[src/rtl/next_kb_responder.sv]
// Keyboard-side endpoint of the NeXT keyboard serial link: decodes host poll/LED
// frames and answers each poll with one buffered key event.
module next_kb_responder #(
    parameter int BIT_CLKS   = 1428,
    parameter int GAP_BITS   = 2,
    parameter int FIFO_DEPTH = 4
) (
    input  logic       clk,
    input  logic       reset,
    input  logic       kb_in,
    output logic       kb_out,
    input  logic       key_valid,
    output logic       key_ready,
    input  logic [6:0] key_code,
    input  logic       key_up,
    input  logic [7:0] key_mods,
    output logic [1:0] leds,
    output logic       frame_err,
    output logic       busy
);

    localparam int CNT_W = $clog2(GAP_BITS * BIT_CLKS + BIT_CLKS);
    localparam int PTR_W = $clog2(FIFO_DEPTH);
    localparam int OCC_W = PTR_W + 1;

    localparam logic [CNT_W-1:0] HALF_END = CNT_W'(BIT_CLKS / 2 - 1);
    localparam logic [CNT_W-1:0] BIT_END  = CNT_W'(BIT_CLKS - 1);
    // GAP ends one cycle early because kb_out is registered on the way into TX.
    localparam logic [CNT_W-1:0] GAP_END  = CNT_W'(GAP_BITS * BIT_CLKS - 2);
    localparam logic [OCC_W-1:0] OCC_FULL = OCC_W'(FIFO_DEPTH);

    typedef struct packed {
        logic [7:0] mods;
        logic       up;
        logic [6:0] code;
    } key_evt_t;

    typedef enum logic [2:0] {
        S_IDLE,
        S_RX_START,
        S_RX_DATA,
        S_RX_STOP,
        S_GAP,
        S_TX
    } state_t;

    state_t           state_q, state_d;
    logic [1:0]       sync_q, sync_d;
    logic             kb_prev_q, kb_prev_d;
    logic [CNT_W-1:0] cnt_q, cnt_d;
    logic [4:0]       bit_cnt_q, bit_cnt_d;
    logic [8:0]       rx_sr_q, rx_sr_d;
    logic [17:0]      tx_sr_q, tx_sr_d;
    logic             kb_out_q, kb_out_d;
    logic [1:0]       leds_q, leds_d;
    logic             frame_err_q, frame_err_d;
    logic             busy_q, busy_d;
    logic             key_ready_q, key_ready_d;
    logic [PTR_W-1:0] wr_ptr_q, wr_ptr_d;
    logic [PTR_W-1:0] rd_ptr_q, rd_ptr_d;
    logic [OCC_W-1:0] occ_q, occ_d;

    key_evt_t         fifo_mem [FIFO_DEPTH];
    key_evt_t         wr_evt, head_evt;
    logic             kb_s, push, pop;

    assign kb_s     = sync_q[1];
    assign wr_evt   = '{mods: key_mods, up: key_up, code: key_code};
    assign head_evt = fifo_mem[rd_ptr_q];
    assign push     = key_valid && key_ready_q;

    always_comb begin
        state_d     = state_q;
        sync_d      = {sync_q[0], kb_in};
        kb_prev_d   = kb_s;
        cnt_d       = cnt_q + CNT_W'(1);
        bit_cnt_d   = bit_cnt_q;
        rx_sr_d     = rx_sr_q;
        tx_sr_d     = tx_sr_q;
        kb_out_d    = kb_out_q;
        leds_d      = leds_q;
        frame_err_d = 1'b0;
        pop         = 1'b0;

        unique case (state_q)
            S_IDLE: begin
                cnt_d = '0;
                if (kb_prev_q && !kb_s) state_d = S_RX_START;
            end
            S_RX_START: begin
                if (cnt_q == HALF_END) begin
                    cnt_d     = '0;
                    bit_cnt_d = '0;
                    state_d   = kb_s ? S_IDLE : S_RX_DATA;
                end
            end
            S_RX_DATA: begin
                if (cnt_q == BIT_END) begin
                    cnt_d     = '0;
                    rx_sr_d   = {kb_s, rx_sr_q[8:1]};
                    bit_cnt_d = bit_cnt_q + 5'd1;
                    if (bit_cnt_q == 5'd8) state_d = S_RX_STOP;
                end
            end
            S_RX_STOP: begin
                if (cnt_q == BIT_END) begin
                    cnt_d   = '0;
                    state_d = S_IDLE;
                    if (!kb_s)                     frame_err_d = 1'b1;
                    else if (rx_sr_q == 9'h000)    state_d     = S_GAP;
                    else if (rx_sr_q[8:7] == 2'b11) leds_d     = rx_sr_q[1:0];
                end
            end
            S_GAP: begin
                if (cnt_q == GAP_END) begin
                    cnt_d     = '0;
                    bit_cnt_d = '0;
                    state_d   = S_TX;
                    kb_out_d  = 1'b0;
                    pop       = (occ_q != '0);
                    tx_sr_d   = pop ? {1'b1, 1'b1, head_evt} : {1'b1, 17'h0};
                end
            end
            S_TX: begin
                if (cnt_q == BIT_END) begin
                    cnt_d = '0;
                    if (bit_cnt_q == 5'd18) begin
                        state_d = S_IDLE;
                    end else begin
                        kb_out_d  = tx_sr_q[0];
                        tx_sr_d   = {1'b1, tx_sr_q[17:1]};
                        bit_cnt_d = bit_cnt_q + 5'd1;
                    end
                end
            end
            default: state_d = S_IDLE;
        endcase

        wr_ptr_d = push ? wr_ptr_q + PTR_W'(1) : wr_ptr_q;
        rd_ptr_d = pop  ? rd_ptr_q + PTR_W'(1) : rd_ptr_q;
        occ_d    = occ_q;
        if (push && !pop)      occ_d = occ_q + OCC_W'(1);
        else if (pop && !push) occ_d = occ_q - OCC_W'(1);
        key_ready_d = (occ_d != OCC_FULL);
        busy_d      = (state_d != S_IDLE);
    end

    always_ff @(posedge clk) begin
        if (reset) begin
            state_q     <= S_IDLE;
            sync_q      <= 2'b11;
            kb_prev_q   <= 1'b1;
            cnt_q       <= '0;
            bit_cnt_q   <= '0;
            rx_sr_q     <= '0;
            tx_sr_q     <= '1;
            kb_out_q    <= 1'b1;
            leds_q      <= 2'b00;
            frame_err_q <= 1'b0;
            busy_q      <= 1'b0;
            key_ready_q <= 1'b1;
            wr_ptr_q    <= '0;
            rd_ptr_q    <= '0;
            occ_q       <= '0;
        end else begin
            state_q     <= state_d;
            sync_q      <= sync_d;
            kb_prev_q   <= kb_prev_d;
            cnt_q       <= cnt_d;
            bit_cnt_q   <= bit_cnt_d;
            rx_sr_q     <= rx_sr_d;
            tx_sr_q     <= tx_sr_d;
            kb_out_q    <= kb_out_d;
            leds_q      <= leds_d;
            frame_err_q <= frame_err_d;
            busy_q      <= busy_d;
            key_ready_q <= key_ready_d;
            wr_ptr_q    <= wr_ptr_d;
            rd_ptr_q    <= rd_ptr_d;
            occ_q       <= occ_d;
        end
    end

    // Storage needs no reset: pointers and occupancy define what is valid.
    always_ff @(posedge clk) begin
        if (push) fifo_mem[wr_ptr_q] <= wr_evt;
    end

    assign kb_out    = kb_out_q;
    assign key_ready = key_ready_q;
    assign leds      = leds_q;
    assign frame_err = frame_err_q;
    assign busy      = busy_q;

endmodule
[config.mk]
export PLATFORM = sky130hd
export DESIGN_NAME = next_kb_responder
export DESIGN_NICKNAME = d
export VERILOG_FILES = /design/src/rtl/next_kb_responder.sv
export SDC_FILE = /design/constraint.sdc
export NUM_CORES = 1
export LEC_CHECK = 0
export ABC_AREA = 1
export CAP_MARGIN = 15
export CORE_ASPECT_RATIO = 0.8
export CORE_MARGIN = 5
export CORE_UTILIZATION = 56
export CTS_BUF_LIST = sky130_fd_sc_hd__clkbuf_4 sky130_fd_sc_hd__clkbuf_8
export CTS_CLUSTER_DIAMETER = 120
export DETAILED_ROUTE_END_ITERATION = 16
export PLACE_DENSITY = 0.78
export SETUP_SLACK_MARGIN = 0.2
export SYNTH_ARGS = -nofsm -noshare
export SYNTH_HDL_FRONTEND = slang
export SYNTH_SLANG_ARGS = --single-unit
[constraint.sdc]
create_clock -name clk -period 1.75 [get_ports clk]
set_input_delay 0.2625 -clock clk [delete_from_list [all_inputs] [get_ports clk]]
set_output_delay 0.2625 -clock clk [all_outputs]
set_load 0.1 [all_outputs]
==> reports/qor.yml, run 1 <==
outcome:
  status: "finished clean"
pwr:
  vdd_drop_max_v: 0.000672
  power.total_mw: 6.31
  p_leak_nw: 2.82
  powerDensity_nw_per_um2: 879
logic_synthesis:
  ys_seq_area_frac: 0.565
  yosysUniqueCellTypes: 37
  synth_area_um2: 5700
  synth_fp_nets: 666
  synthCells: 633
  yosysWarnings: 0
  synth.avg_cell_area_um2: 9.01
  synth_seq_cells: 129
worst_setup_path:
  worstPathMaxFanout: 8
  critPathSlowestCell: "dfxtp_4"
  r2r-start: "cnt_q[0]$_SDFF_PP0_"
  rr_worst_depth: 11
  cp.arrival_ns: 2.11
  critPathLaunchType: "flop"
  crit_cells: 11
  startpoint: "cnt_q[0]$_SDFF_PP0_"
  critical_path_buf_inv_count: 2
  max_stage_delay_ns: 0.38
  critPathTopFamily: "simple AND/OR/NAND/NOR gates"
  path_cells: "inv_4 -> ha_4 -> nand2_2 -> nor2_2 -> nand2_2 -> o21ai_4 -> nand2_8 -> nor2_8 -> clkbuf_16 -> a21oi_2 -> o21ai_1"
  end_kind: "flop"
  crit_path_frequent_cell: "nand2_2"
  critPathRequiredTime_ns: 2.11
  critical_path_class: "reg -> reg"
placement:
  dp.cells: 792
  place.gp.congestion: 0.845
  place_ws_ns: -0.0383
  hpwl_um: 7930
  port_buffers: 25
timing:
  period_minus_slack_ns: 1.75
  rsz0062_at_grt: "yes"
  finalMaxSlewViolations: 0
  final.setup.worst_slack_ns: 0.00339
  worstMarginPinSlew_ns: 0.323
  whs_ns: 0.396
  fin_crit_sh: 0.998
  skew_ns: 0.00812
  max_freq_mhz: 573
  max_slew_margin: 0.784
  hold_violations: 0
  setup_viol: 0
cts:
  clk_pin_slew_ns: 0.07
  htreeDepth: 4
  cts_buffer_depth: 2
  cts_tree: "yes"
  ctsHoldBuffers: 0
  cts_root_buf: "clkbuf_8"
  cts_buffers: 17
  worstSkewPairLatency_ns: 0.43
  cts_sinks: 129
grt:
  antenna_found_initial: 0
  grt_pass1_wl_um: 20600
  grt_max_degree: 33
  grt_pass1_vias: 4506
  track_usage: 0.214
  grt.overflow.total: 0
finish:
  stdcell_count: 837
  multiInputGateArea_um2: 2410
  antenna_cells: 0
  nets: 717
  layout_common_cells: "nor2_1, nand2_1, edfxtp_1, dfxtp_1, inv_1"
  fillerInstances: 694
  syn_to_final_growth_pct: 25.8
  drive_gt1_frac: 0.247
  regArea_um2: 3240
  final_common_cell: "nor2_1"
  utilization: 0.709
drt:
  via_per_inst: 5.51
  drt_iter0_drc: 299
  antenna_left: 0
  drc: 0
  wirelength_um: 13100
  drt-wirelength-per-cell_um: 15.6
  dr.pass1.iters: 5
  num_vias: 4609
die:
  core_um2: 10100
  ios: 26
  fp.dieH_um: 100
  die_w_um: 123
  floorplan.rows: 33
  initial_utilization: 0.564
  die_area_um2: 12300
hold_path:
  min_path_cells: 2
  hold_path_class: "in -> reg"
  hp-start: "kb_in"
job:
  drv_cap: 0
-- cells in the mapped netlist, drive strengths merged --
cell / n / area (um^2)
ha: 13 / 163
nor3: 20 / 120
a21oi: 28 / 140
a31o: 1 / 8.76
clkbuf: 16 / 65.1
or2: 2 / 12.5
a31oi: 1 / 6.26
nand3: 40 / 215
buf: 8 / 68.8
edfxtp: 64 / 1920
nor2: 101 / 415
nand4: 6 / 43.8
and3: 1 / 6.26
inv: 70 / 263
nand2: 90 / 360
dfxtp: 65 / 1300
nor4: 3 / 18.8
o22ai: 16 / 100
xor2: 7 / 61.3
o21ai: 80 / 404
xnor2: 1 / 8.76
-- flip-flops by register name (all words and copies together) (netlist names), named ones only --
name and flops:
fifo_mem 64, tx_sr_q 17, cnt_q 13, rx_sr_q 9
bit_cnt_q 5, occ_q 3, state_q 3, leds 2
rd_ptr_q 2, sync_q 2, wr_ptr_q 2, busy 1
frame_err 1, kb_out 1, kb_prev_q 1, key_ready 1
-- where the power goes --
part	total [mW]	switching (mW)	internal [mW]
clock network	2.54	1.12	1.41
logic	0.480	0.293	0.187
registers	3.29	0.0329	3.26
-- final timing paths --
path	slack (ns)	to
setup / recovery	0.003	tx_sr_q[15]$_SDFFE_PP1P_
hold / removal	0.40	sync_q[0]$_SDFF_PP1_
setup reg to reg	0.003	tx_sr_q[15]$_SDFFE_PP1P_
hold reg to reg	0.43	sync_q[1]$_SDFF_PP1_
-- kinds of logic (layout without fill, tap and decap cells) --
family | Yosys count | after routing | share of synthesized area
AOI/OAI and AO/OA | 126 | 126 | 0.116
xor gates and xnor gates | 8 | 8 | 0.0123
adders and majority gates | 13 | 13 | 0.0285
and+or+nand+nor | 263 | 263 | 0.209
DFF | 129 | 129 | 0.565
buffers and inverters | 94 | 158 | 0.0695
-- layout make-up --
cell class                      instances  area share
Timing Repair Buffer                   56      0.0966
Inverter                               70      0.0373
Clock inverter                         13      0.0201
Tap cell                              140      0.0244
Sequential cell                       129       0.451
Clock buffer                           19      0.0347
Multi-Input combinational cell        410       0.336
-- timing repair --
action	4_1_cts	5_1_grt
gates resized for setup	31	73
gates cloned	2	2
setup buffers	4	5
pin swaps	18	42
endpoints found under the setup margin	51	58
endpoints found under the hold margin	0	0
-- routing by layer --
metal  vias up  part of all wire  GRT usage
met1      2216              0.44      0.272
met3        25             0.053     0.0518
met2       137              0.50      0.357
met4         0             0.016     0.0783
met5         -                 0          0
li1       2231                 -          -
-- per-stage QoR --
stage,setup TNS [ns],area [um^2]
floorplan,0,5750
global placement,0,6310
detailed placement,-0.0383,6310
CTS,0,6860
global route,-1.27,7180
finish,0,7180
-- worst register-to-register path, delay by kind of cell, from the launching register on --
| kind | cells | cell delay, ns |
|---|---|---|
| adders and majority gates | 1 | 0.11 |
| buffers and inverters | 2 | 0.26 |
| AOI/OAI and AO/OA | 3 | 0.37 |
| DFF | 1 | 0.38 |
| and+or+nand+nor | 5 | 0.56 |
(Power assumes the default switching activity.)
==> run 2: changes to the inputs <==
--- a/config.mk
+++ b/config.mk
@@ -6,6 +6,7 @@
 export NUM_CORES = 1
 export LEC_CHECK = 0
 export ABC_AREA = 1
+export ABC_CLOCK_PERIOD_IN_PS = 1750
 export CAP_MARGIN = 15
 export CORE_ASPECT_RATIO = 0.8
 export CORE_MARGIN = 5
@@ -14,7 +15,7 @@
 export CTS_CLUSTER_DIAMETER = 120
 export DETAILED_ROUTE_END_ITERATION = 16
 export PLACE_DENSITY = 0.78
-export SETUP_SLACK_MARGIN = 0.2
+export SETUP_SLACK_MARGIN = 0.05
 export SYNTH_ARGS = -nofsm -noshare
 export SYNTH_HDL_FRONTEND = slang
 export SYNTH_SLANG_ARGS = --single-unit
==> run 2 against run 1 <==
Effect of this change:
- hold slack got worse by 0.023 ns
- combinational power decreased by 7.5%
- final cell count increased by 0.12%
- global-route usage decreased by 0.22 points
- register-to-register slack improved by 0.05 ns
- final area decreased by 2.4%
- fmax increased by 2.7%
- critical endpoint is now bit_cnt_q[4]$_SDFFE_PP0P_
==> reports/qor.yml, run 2 (synthesis gave the netlist of run 1 again) <==
placement:
  hpwl_um: 7950  # +0.32%
  port_buffers: 25  # unchanged
  placed_area_um2: 6350  # +0.69%
  place.gp.congestion: 0.841  # -0.43%
cts:
  cts_tree: "yes"
  ctsHoldBuffers: 0  # unchanged
  cts_buffers: 17  # unchanged
  cts_buffer_depth: 2  # unchanged
  htreeDepth: 4  # unchanged
  worstSkewPairLatency_ns: 0.44  # about the same
  clk_pin_slew_ns: 0.07  # about the same
  cts_sinks: 129  # unchanged
  cts_root_buf: "clkbuf_8"
worst_setup_path:
  critPathRequiredTime_ns: 2.08  # -0.03 ns
  cp.arrival_ns: 2.03  # -0.08 ns
  critPathLaunchType: "flop"
  r2r_slack_ns: 0.05  # +0.05 ns
  end_kind: "flop"
  critical_path_class: "reg -> reg"
  worstPathMaxFanout: 5  # -3
drt:
  drt_iter0_drc: 342  # +14%
  antenna_left: 0  # unchanged
  via_per_inst: 5.32  # -3.4%
  dr.pass1.iters: 6  # +1
  wirelength_um: 12400  # -5.2%
  drt-wirelength-per-cell_um: 14.8  # -5.3%
  num_vias: 4459  # -3.3%
  drc: 0  # unchanged
finish:
  reg_top3: "fifo_mem: 64 flops, tx_sr_q: 17 flops, cnt_q: 13 flops"
  drive_gt1_frac: 0.206  # -0.0405
  top_register: "fifo_mem"
  syn_to_final_growth_pct: 22.8
  antenna_cells: 0  # unchanged
  final_common_cell: "nor2_1"
  fillerInstances: 747  # +7.6%
  layout_common_cells: "nor2_1, nand2_1, edfxtp_1, o21ai_0, dfxtp_1"
  nets: 718  # +0.14%
  largest_register_ffs: 64  # unchanged
  stdcell_area_um2: 7010  # -2.4%
timing:
  fin_crit_sh: 0.972  # -0.0259
  skew_ns: 0.0112  # +0.00303 ns
  finalSetupTns_ns: 0  # unchanged
  finalMaxSlewViolations: 0  # unchanged
  max_slew_margin: 0.789  # +0.00519
  period_minus_slack_ns: 1.70  # -0.0453 ns
  worstMarginPinSlew_ns: 0.315  # -0.00776 ns
  setup_viol: 0  # unchanged
  max_freq_mhz: 588  # +2.7%
  hold_violations: 0  # unchanged
  rsz0062_at_grt: "yes"
pwr:
  vdd_drop_max_v: 0.000574  # -15%
  pwr-share-clk: 0.423  # +0.021
  power_frac_comb: 0.069  # -0.007
  p_int_mw: 5.00  # +2.9%
  p_leak_nw: 2.81  # -0.39%
  p_switching_mw: 1.47  # +1.2%
  powerDensity_nw_per_um2: 923  # +5.0%
  p_seq_frac: 0.509  # -0.013
  switching_share: 0.227  # -0.00297
die:
  die_area_um2: 12300  # unchanged
  initial_utilization: 0.564  # unchanged
  die_w_um: 123  # unchanged
  core_um2: 10100  # unchanged
  fp.dieH_um: 100  # unchanged
  floorplan.rows: 33  # unchanged
  ios: 26  # unchanged
grt:
  use_met2: 0.345  # -0.0118
  track_usage: 0.212  # -0.00215
  grt_use_met3: 0.0530  # +0.00113
  antenna_found_initial: 0  # unchanged
  grt_pass1_vias: 4323  # -4.1%
  grt_pass1_wl_um: 20300  # -1.8%
  grt-busiest-layer: "met2"
  grt_max_degree: 31  # -6.1%
  grt_use_met1: 0.278  # +0.00600
  grt.overflow.total: 0  # unchanged
job:
  drv_cap: 0  # unchanged
hold_path:
  hold_path_class: "in -> reg"
outcome:
  status: "finished clean"
-- run 2: cell types whose count changed in the layout (fill, tap and decap cells not counted), sizes merged --
cell	before	now
buf	34	38
bufinv	3	4
clkinvlp	2	1
clkbuf	22	18
inv	70	71
-- run 2: what timing repair did --
action / CTS / global route
cloned: 0 / 1
setup endpoints to repair: 40 / 50
gates resized for setup: 15 / 36
pin swaps: 2 / 16
buffers inserted: 0 / 6
-- run 2: layer usage --
layer / part of all wire / vias up
li1: - / 2232
met1: 0.45 / 2089
met2: 0.49 / 108
met3: 0.047 / 30
met4: 0.020 / 0
met5: 0 / -
-- run 2: power groups by stage --
stage | Combinational, mW | Clock, mW | Sequential (mW)
final | 0.444 | 2.73 | 3.29
after global placement | 0.408 | 0 | 3.35
after floorplan | 0.245 | 0 | 3.36
after detailed placement | 0.425 | 0 | 3.36
after global routing | 0.495 | 2.93 | 3.29
after CTS | 0.434 | 2.76 | 3.29
-- run 2: worst paths after layout --
check	depth (start not counted)	to	start
max	11	bit_cnt_q[4]$_SDFFE_PP0P_	cnt_q[1]$_SDFF_PP0_
min	2	sync_q[0]$_SDFF_PP1_	kb_in
min reg2reg	2	tx_sr_q[14]$_SDFFE_PP1P_	tx_sr_q[14]$_SDFFE_PP1P_
max reg2reg	11	bit_cnt_q[4]$_SDFFE_PP0P_	cnt_q[1]$_SDFF_PP0_
-- run 2: area by class of cell --
class	instances	area, um^2	area share
Sequential cell	129	3230	0.462
Multi-Input combinational cell	410	2260	0.323
Timing Repair Buffer	57	641	0.0914
Inverter	70	265	0.0379
Clock buffer	18	241	0.0345
Clock inverter	14	188	0.0268
Tap cell	140	175	0.0250
-- run 2: worst max-delay path, cell delays in order (launching register included) --
cell and delay, ns:
dfxtp_4 0.37, inv_1 0.06, ha_2 0.18, nand2_1 0.07, nor3_2 0.11, nand3_1 0.14
nand2_2 0.18, nand2_2 0.10, nor2_4 0.14, nand2_4 0.08, nand2_2 0.08, a21oi_2 0.06
-- run 2: through the flow --
step	util	total power, mW	worst slack [ns]	hold WS [ns]	cells
final	0.693	6.46	0.0487	0.373	838
after floorplan	-	3.61	0.0976	0.361	633
after CTS	0.675	6.49	0.0432	0.365	831
after global routing	0.693	6.72	-0.0788	0.365	838
after global placement	0.628	3.76	0.0506	0.430	799
after detailed placement	0.628	3.78	-0.0360	0.442	799
